$ cat config.mk
export PLATFORM = sky130hd
export DESIGN_NAME = alu_exec_ctrl
export DESIGN_NICKNAME = d
export VERILOG_FILES = /design/src/rtl/alu_exec_ctrl.sv
export SDC_FILE = /design/constraint.sdc
export NUM_CORES = 1
export LEC_CHECK = 0
export CAP_MARGIN = 15
export CORE_MARGIN = 1
export CORE_UTILIZATION = 50
export CTS_BUF_LIST = sky130_fd_sc_hd__clkbuf_8
export CTS_CLUSTER_SIZE = 16
export DETAILED_ROUTE_END_ITERATION = 6
export HOLD_SLACK_MARGIN = 0.15
export PLACE_DENSITY = 0.82
export SYNTH_ARGS = -nofsm -noshare
export SYNTH_HDL_FRONTEND = slang
export SYNTH_SLANG_ARGS = --single-unit
export TNS_END_PERCENT = 30
$ cat constraint.sdc
create_clock -name clk -period 1.8 [get_ports clk]
set_input_delay 0.45 -clock clk [delete_from_list [all_inputs] [get_ports clk]]
set_output_delay 0.45 -clock clk [all_outputs]
set_load 0.01 [all_outputs]
$ cat src/rtl/alu_exec_ctrl.sv
// Execution controller that sequences a combinational 4-bit ALU.
// Operands come from a 4-entry register file, and the ALU result is written back to it.
module alu_exec_ctrl #(
  parameter int DATA_W = 4,
  parameter int SEL_W  = 3
) (
  input  logic              clk,
  input  logic              rst_n,
  input  logic              in_valid,
  output logic              in_ready,
  input  logic [SEL_W-1:0]  in_op,
  input  logic [1:0]        in_rd,
  input  logic [1:0]        in_rs_a,
  input  logic [1:0]        in_rs_b,
  input  logic              in_use_imm,
  input  logic [DATA_W-1:0] in_imm,
  output logic [DATA_W-1:0] alu_a,
  output logic [DATA_W-1:0] alu_b,
  output logic [SEL_W-1:0]  alu_sel,
  input  logic [DATA_W-1:0] alu_r,
  input  logic              alu_flag,
  output logic              done,
  output logic              flag_q,
  input  logic [1:0]        dbg_addr,
  output logic [DATA_W-1:0] dbg_data
);

  localparam logic [1:0] IDLE  = 2'd0;
  localparam logic [1:0] ISSUE = 2'd1;
  localparam logic [1:0] WRITE = 2'd2;

  logic [1:0]        state;
  logic [1:0]        state_next;
  logic [1:0]        rd_q;
  logic              accept;
  logic [DATA_W-1:0] regs [4];

  assign in_ready = (state == IDLE);
  assign accept   = in_ready & in_valid;
  assign dbg_data = regs[dbg_addr];

  // ISSUE exists only to give the external ALU a full cycle to settle.
  always_comb begin
    state_next = state;
    case (state)
      IDLE:    if (accept) state_next = ISSUE;
      ISSUE:   state_next = WRITE;
      WRITE:   state_next = IDLE;
      default: state_next = IDLE;
    endcase
  end

  always_ff @(posedge clk or negedge rst_n) begin
    if (!rst_n) begin
      state <= IDLE;
    end else begin
      state <= state_next;
    end
  end

  // Operands are captured at accept, so rd may alias rs_a or rs_b without a hazard.
  always_ff @(posedge clk or negedge rst_n) begin
    if (!rst_n) begin
      alu_a   <= '0;
      alu_b   <= '0;
      alu_sel <= '0;
      rd_q    <= '0;
    end else if (accept) begin
      alu_a   <= regs[in_rs_a];
      alu_b   <= in_use_imm ? in_imm : regs[in_rs_b];
      alu_sel <= in_op;
      rd_q    <= in_rd;
    end
  end

  always_ff @(posedge clk or negedge rst_n) begin
    if (!rst_n) begin
      for (int i = 0; i < 4; i++) begin
        regs[i] <= '0;
      end
    end else if (state == WRITE) begin
      regs[rd_q] <= alu_r;
    end
  end

  // done is high in the cycle after write-back, which is always an IDLE cycle.
  always_ff @(posedge clk or negedge rst_n) begin
    if (!rst_n) begin
      done   <= 1'b0;
      flag_q <= 1'b0;
    end else begin
      done <= (state == WRITE);
      if (state == WRITE) begin
        flag_q <= alu_flag;
      end
    end
  end

endmodule

# Yosys cells after proc, flatten, opt, wreduce, memory -nomap -nowiden
# Index checks and enable logic that the tools add are counted.
dict set report word_totals {
  ff_bits 33
  latchBits 0
  ram_bits 0
  rom_bits 0
  inputBits 24
  wordCells 41
  mem_count 0
}
dict set report op_classes {
  add_sub_neg 0
  n_mul 0
  div_mod_pow 0
  order_cmp 5
  n_eq_ne 3
  n_shift 0
  mux 15
  n_bitwise 5
  reduce_logical 2
}
# op n
set ops {}
lappend ops {{4-bit 2-to-1 mux} 8}
lappend ops {{4-bit binary-select mux with 2-bit select} 3}
lappend ops {{16-bit bitwise mux} 1}
lappend ops {{3-bit >= comparator, second input constant} 4}
lappend ops {{2-bit inverter with 3-bit output} 4}
lappend ops {{4-bit demux with 2-bit select} 1}
lappend ops {{2-bit case mux with 2 select lines} 1}
lappend ops {{3-bit by 1-bit less-than comparator with 1-bit output, second input constant} 1}
lappend ops {{2-bit by 1-bit == test with 1-bit output, second input constant} 1}
lappend ops {{2-bit == test, second input constant} 1}
lappend ops {{2-bit zero test} 1}
lappend ops {{2-bit 2-to-1 mux} 1}
lappend ops {{2-bit by 1-bit inequality test with 1-bit output, second input constant} 1}
lappend ops {{1-bit bitwise AND} 1}
lappend ops {{1-bit logical AND} 1}

# Logic depth before layout (Yosys ltp)
dict set report depth {
  ltp_word 6
  mapped_depth 5
  ltp_nobuf 3
}

# Worst setup path after synthesis
# Ideal clock, no wire load.
dict set report synth_path {
  path_type {input to register}
  from {input port in_valid}
  to {register alu_a[2]}
  setup_ns 0.125
  arrival_time_ns 1.298
  required_ns 1.675
  path_slack_ns 0.377
  path_stages 4
  path_buffers 2
  cell_sequence {nor3b_1 -> clkbuf_8 -> clkbuf_8 -> mux2_2}
}
dict set report synth_via {
  elab_chain_len 1
}
# item line_no
set synth_lines {}
lappend synth_lines {{start, declared} 9} ;# input logic in_valid,
lappend synth_lines {{1-bit bitwise AND} 39} ;# assign accept = in_ready & in_valid;
lappend synth_lines {{end signal, assigned} 69} ;# alu_a <= regs[in_rs_a];
lappend synth_lines {{end, declared} 17} ;# output logic [DATA_W-1:0] alu_a,
# No other way between the ends.
# A chain may end at the register's enable or synchronous reset.

# Worst setup path in the final report
dict set report layout_path {
  from {register regs[6] in the netlist's numbering}
  to {output port dbg_data[2]}
}
dict set report layout_via {
  elab_chain_len 3
}
# item line_no
set layout_lines {}
lappend layout_lines {{start, declared} 36} ;# logic [DATA_W-1:0] regs [4];
lappend layout_lines {{start signal, assigned by index} 82} ;# regs[rd_q] <= alu_r;
lappend layout_lines {{4-bit binary-select mux with 2-bit select} 40} ;# assign dbg_data = regs[dbg_addr];
lappend layout_lines {{4-bit 2-to-1 mux (implied by the code) (2 in series)} 40}
lappend layout_lines {{end, declared} 25} ;# output logic [DATA_W-1:0] dbg_data
# No other way between the ends. The select of a mux whose other input is x is not followed.

==> key figures <==
Flow run
  • Max-cap violation count: 0

Critical path
  • Reg2Reg Depth: 3
  • Startpoint types: flip-flop
  • Crit-path cells: mux4_2 > buf_6
  • CP max-delay cell: mux4_2
  • Setup CP Type: reg2out
  • Crit end category: output port
  • RR Endpoint: regs[14]$_DFFE_PN0P_
  • Reg2Reg Setup Slack: 0.32 ns
  • Worst stage delay on the critical path: 0.50 ns
  • Worst path arrival time: 1.34 ns
  • Crit-path max FO: 4
  • Data required, critical path: 1.35 ns
  • R2R Path Start: state[1]$_DFFE_PN0P_

Timing
  • Worst slew pin tran: 0.412 ns
  • Fin crit period: 1.79 ns
  • Final hold violation count: 0
  • Max-slew violations: 0
  • Final setup fails: 0
  • Rel. slew slack: 72.6%
  • RSZ-0062 raised after global routing: yes
  • Clk_skew: 0.00465 ns
  • Fin crit share: 99.6%
  • Setup tns final: 0 ns
  • Max Freq: 558 MHz

Yosys
  • Flops & latches, synth: 33
  • Adder-cell share of the synthesized area: 0%
  • Simple-Gate Fraction of Synth Area: 5.53%
  • Mux share of post-synthesis cell area: 39.1%
  • Post-synthesis xor/xnor area fraction: 0%
  • Syn nets: 118
  • Synth Instances: 94
  • Avg Cell Area, Syn: 16.8 um2
  • Cell Area, Synth: 1580 um2
  • Synth Area in Compound Gates: 1.26%
  • Largest family of logic cells by synthesized area: multiplexers
  • Yosys warnings: 0
  • Register area share after synthesis: 52.2%
  • Post-synth cell types: 15

Clocking
  • Cts bufs inserted: 5
  • Clock sink count: 33
  • Clock buffer depth: 2
  • Htree depth: 2
  • Clock-pin transition on the worst setup and hold timing paths: 0.07 ns
  • Clk Latency, worst-skew pair: 0.28 ns
  • CTS tree: done
  • Clock root buffer: clkbuf_8

Run status
  • Status: finished clean

Global route
  • Largest net degree at the start of global routing: 34
  • GRT Total Usage: 23.1%
  • Overflow after GRT: 0
  • Vias in the first global route: 1101
  • Initial antenna violation count: 0
  • First-pass GRT wire length: 5490 um

Hold path
  • Startpoint of the worst hold path: alu_sel[2]$_DFFE_PN0P_
  • Hold Path End: alu_sel[2]$_DFFE_PN0P_
  • Worst Hold Class: reg2reg
  • Min-Delay Path Depth: 1

Routing
  • Vias/cell: 5.36
  • Initial drt markers: 17
  • Number of iterations in the first detailed-routing pass: 4
  • DRC Markers: 0
  • Total wire length: 3400 um
  • Antenna Violating Nets Remaining: 0
  • Vias post-DR: 1094
  • Routed WL per cell: 16.7 um

Floorplan
  • Die Ht: 58.3 um
  • Ports: 42
  • Initial Utilization: 52.3%
  • Die width: 58.3 um
  • Core Region: 3030 um2
  • Row cnt: 20
  • Die area: 3390 um2

Finish
  • Area delta synth->final: 43.2%
  • Nets: 183
  • Antenna Cells: 0
  • Share of layout cells above drive strength 1: 44.4%
  • Fin cells: 204

Placed design
  • DP Cell Count: 195
  • Post-DP HPWL: 2570 um
  • GPL Wtd Cong: 0.808
  • I/O Buffers: 41

Power
  • Pwr Density: 1450 nW/um2
  • VDD IR-drop max: 0.801 mV
  • Static Leak: 0.985 nW
power by group:
part	switching, mW	leakage (nW)	internal, mW
logic	0.480	0.538	0.946
clock network	0.260	0.0542	0.345
registers	0.198	0.393	1.05
sequential cells by signal, summed over array words and instances, names as in the netlist:
register / cells
alu_a: 4
alu_b: 4
alu_sel: 3
done: 1
flag_q: 1
rd_q: 2
regs: 16
state: 2
repair_timing:
item | 4_1_cts | 5_1_grt
hold buffers | 0 | 0
buffers inserted | 0 | 1
gates resized for setup | 27 | 0
endpoints found under the setup margin | 5 | 1
final cells by class:
class,instances,area [um2]
fillers,220,761
well taps,44,55.1
repair buffers,61,553
clock inverters,1,5.00
clock buffers,7,96.3
flip-flops and latches,33,827
multi-input cells,58,731
worst max path at each step:
stage                              from                   end  cells past startpoint
CTS                 regs[2]$_DFFE_PN0P_           dbg_data[2]                      2
finish              regs[6]$_DFFE_PN0P_           dbg_data[2]                      2
global route        regs[2]$_DFFE_PN0P_           dbg_data[2]                      2
floorplan                      in_valid  alu_a[2]$_DFFE_PN0P_                      4
detailed placement          dbg_addr[0]           dbg_data[2]                      4
global placement            dbg_addr[0]           dbg_data[1]                      4
metrics by stage:
stage	power (mW)	utilization [%]	hold slack (ns)	setup slack, ns	instance area [um2]
after detailed placement	2.69	71.5	0.495	-0.716	2160
after floorplan	1.90	-	0.154	0.377	1580
after CTS	3.29	74.6	0.507	0.00237	2260
after global placement	2.62	71.5	0.479	-0.706	2160
after global routing	3.45	74.9	0.510	-0.00445	2270
final	3.28	74.9	0.506	0.00749	2270
synth_stat cells (all sizes together):
cell	count	area share, %
mux2	26	18
nor2b	2	1.3
and3b	2	1.1
nand3	1	0.32
clkbuf	3	2.0
mux2i	4	2.5
nor3b	2	1.7
dfrtp	33	52
a21oi	4	1.3
mux4	12	18
nor2	5	1.2
metal layers:
metal	GRT usage (%)	wire (um)	vias to the layer above
li1	-	-	495
met1	29.0	1440	552
met2	36.9	1720	41
met3	7.37	185	6
met4	10.2	51	0
met5	0	0	-
critical path, delay by kind of cell, from the launching register on:
kind | cells | cell delay (ns)
buffers and inverters | 1 | 0.14
flip-flops | 1 | 0.42
multiplexers | 1 | 0.50
cells in the final DEF, fill, tap and decap left out, drive strengths merged:
cell type	Yosys	layout
clkdlybuf4s50	0	34
mux2	26	26
nor2b	2	2
mux2i	4	4
dlygate4sd2	0	2
a21oi	4	4
nand3	1	1
and3b	2	2
buf	0	25
dfrtp	33	33
clkinv	0	1
nor3b	2	2
clkbuf	3	7
mux4	12	12
nor2	5	5
kinds of logic after synthesis:
| group | after synthesis |
|---|---|
| compound gates | 4 |
| flops | 33 |
| buf+inv | 3 |
| simple gates | 12 |
| mux | 42 |
Power figures use the tool's default switching activity.
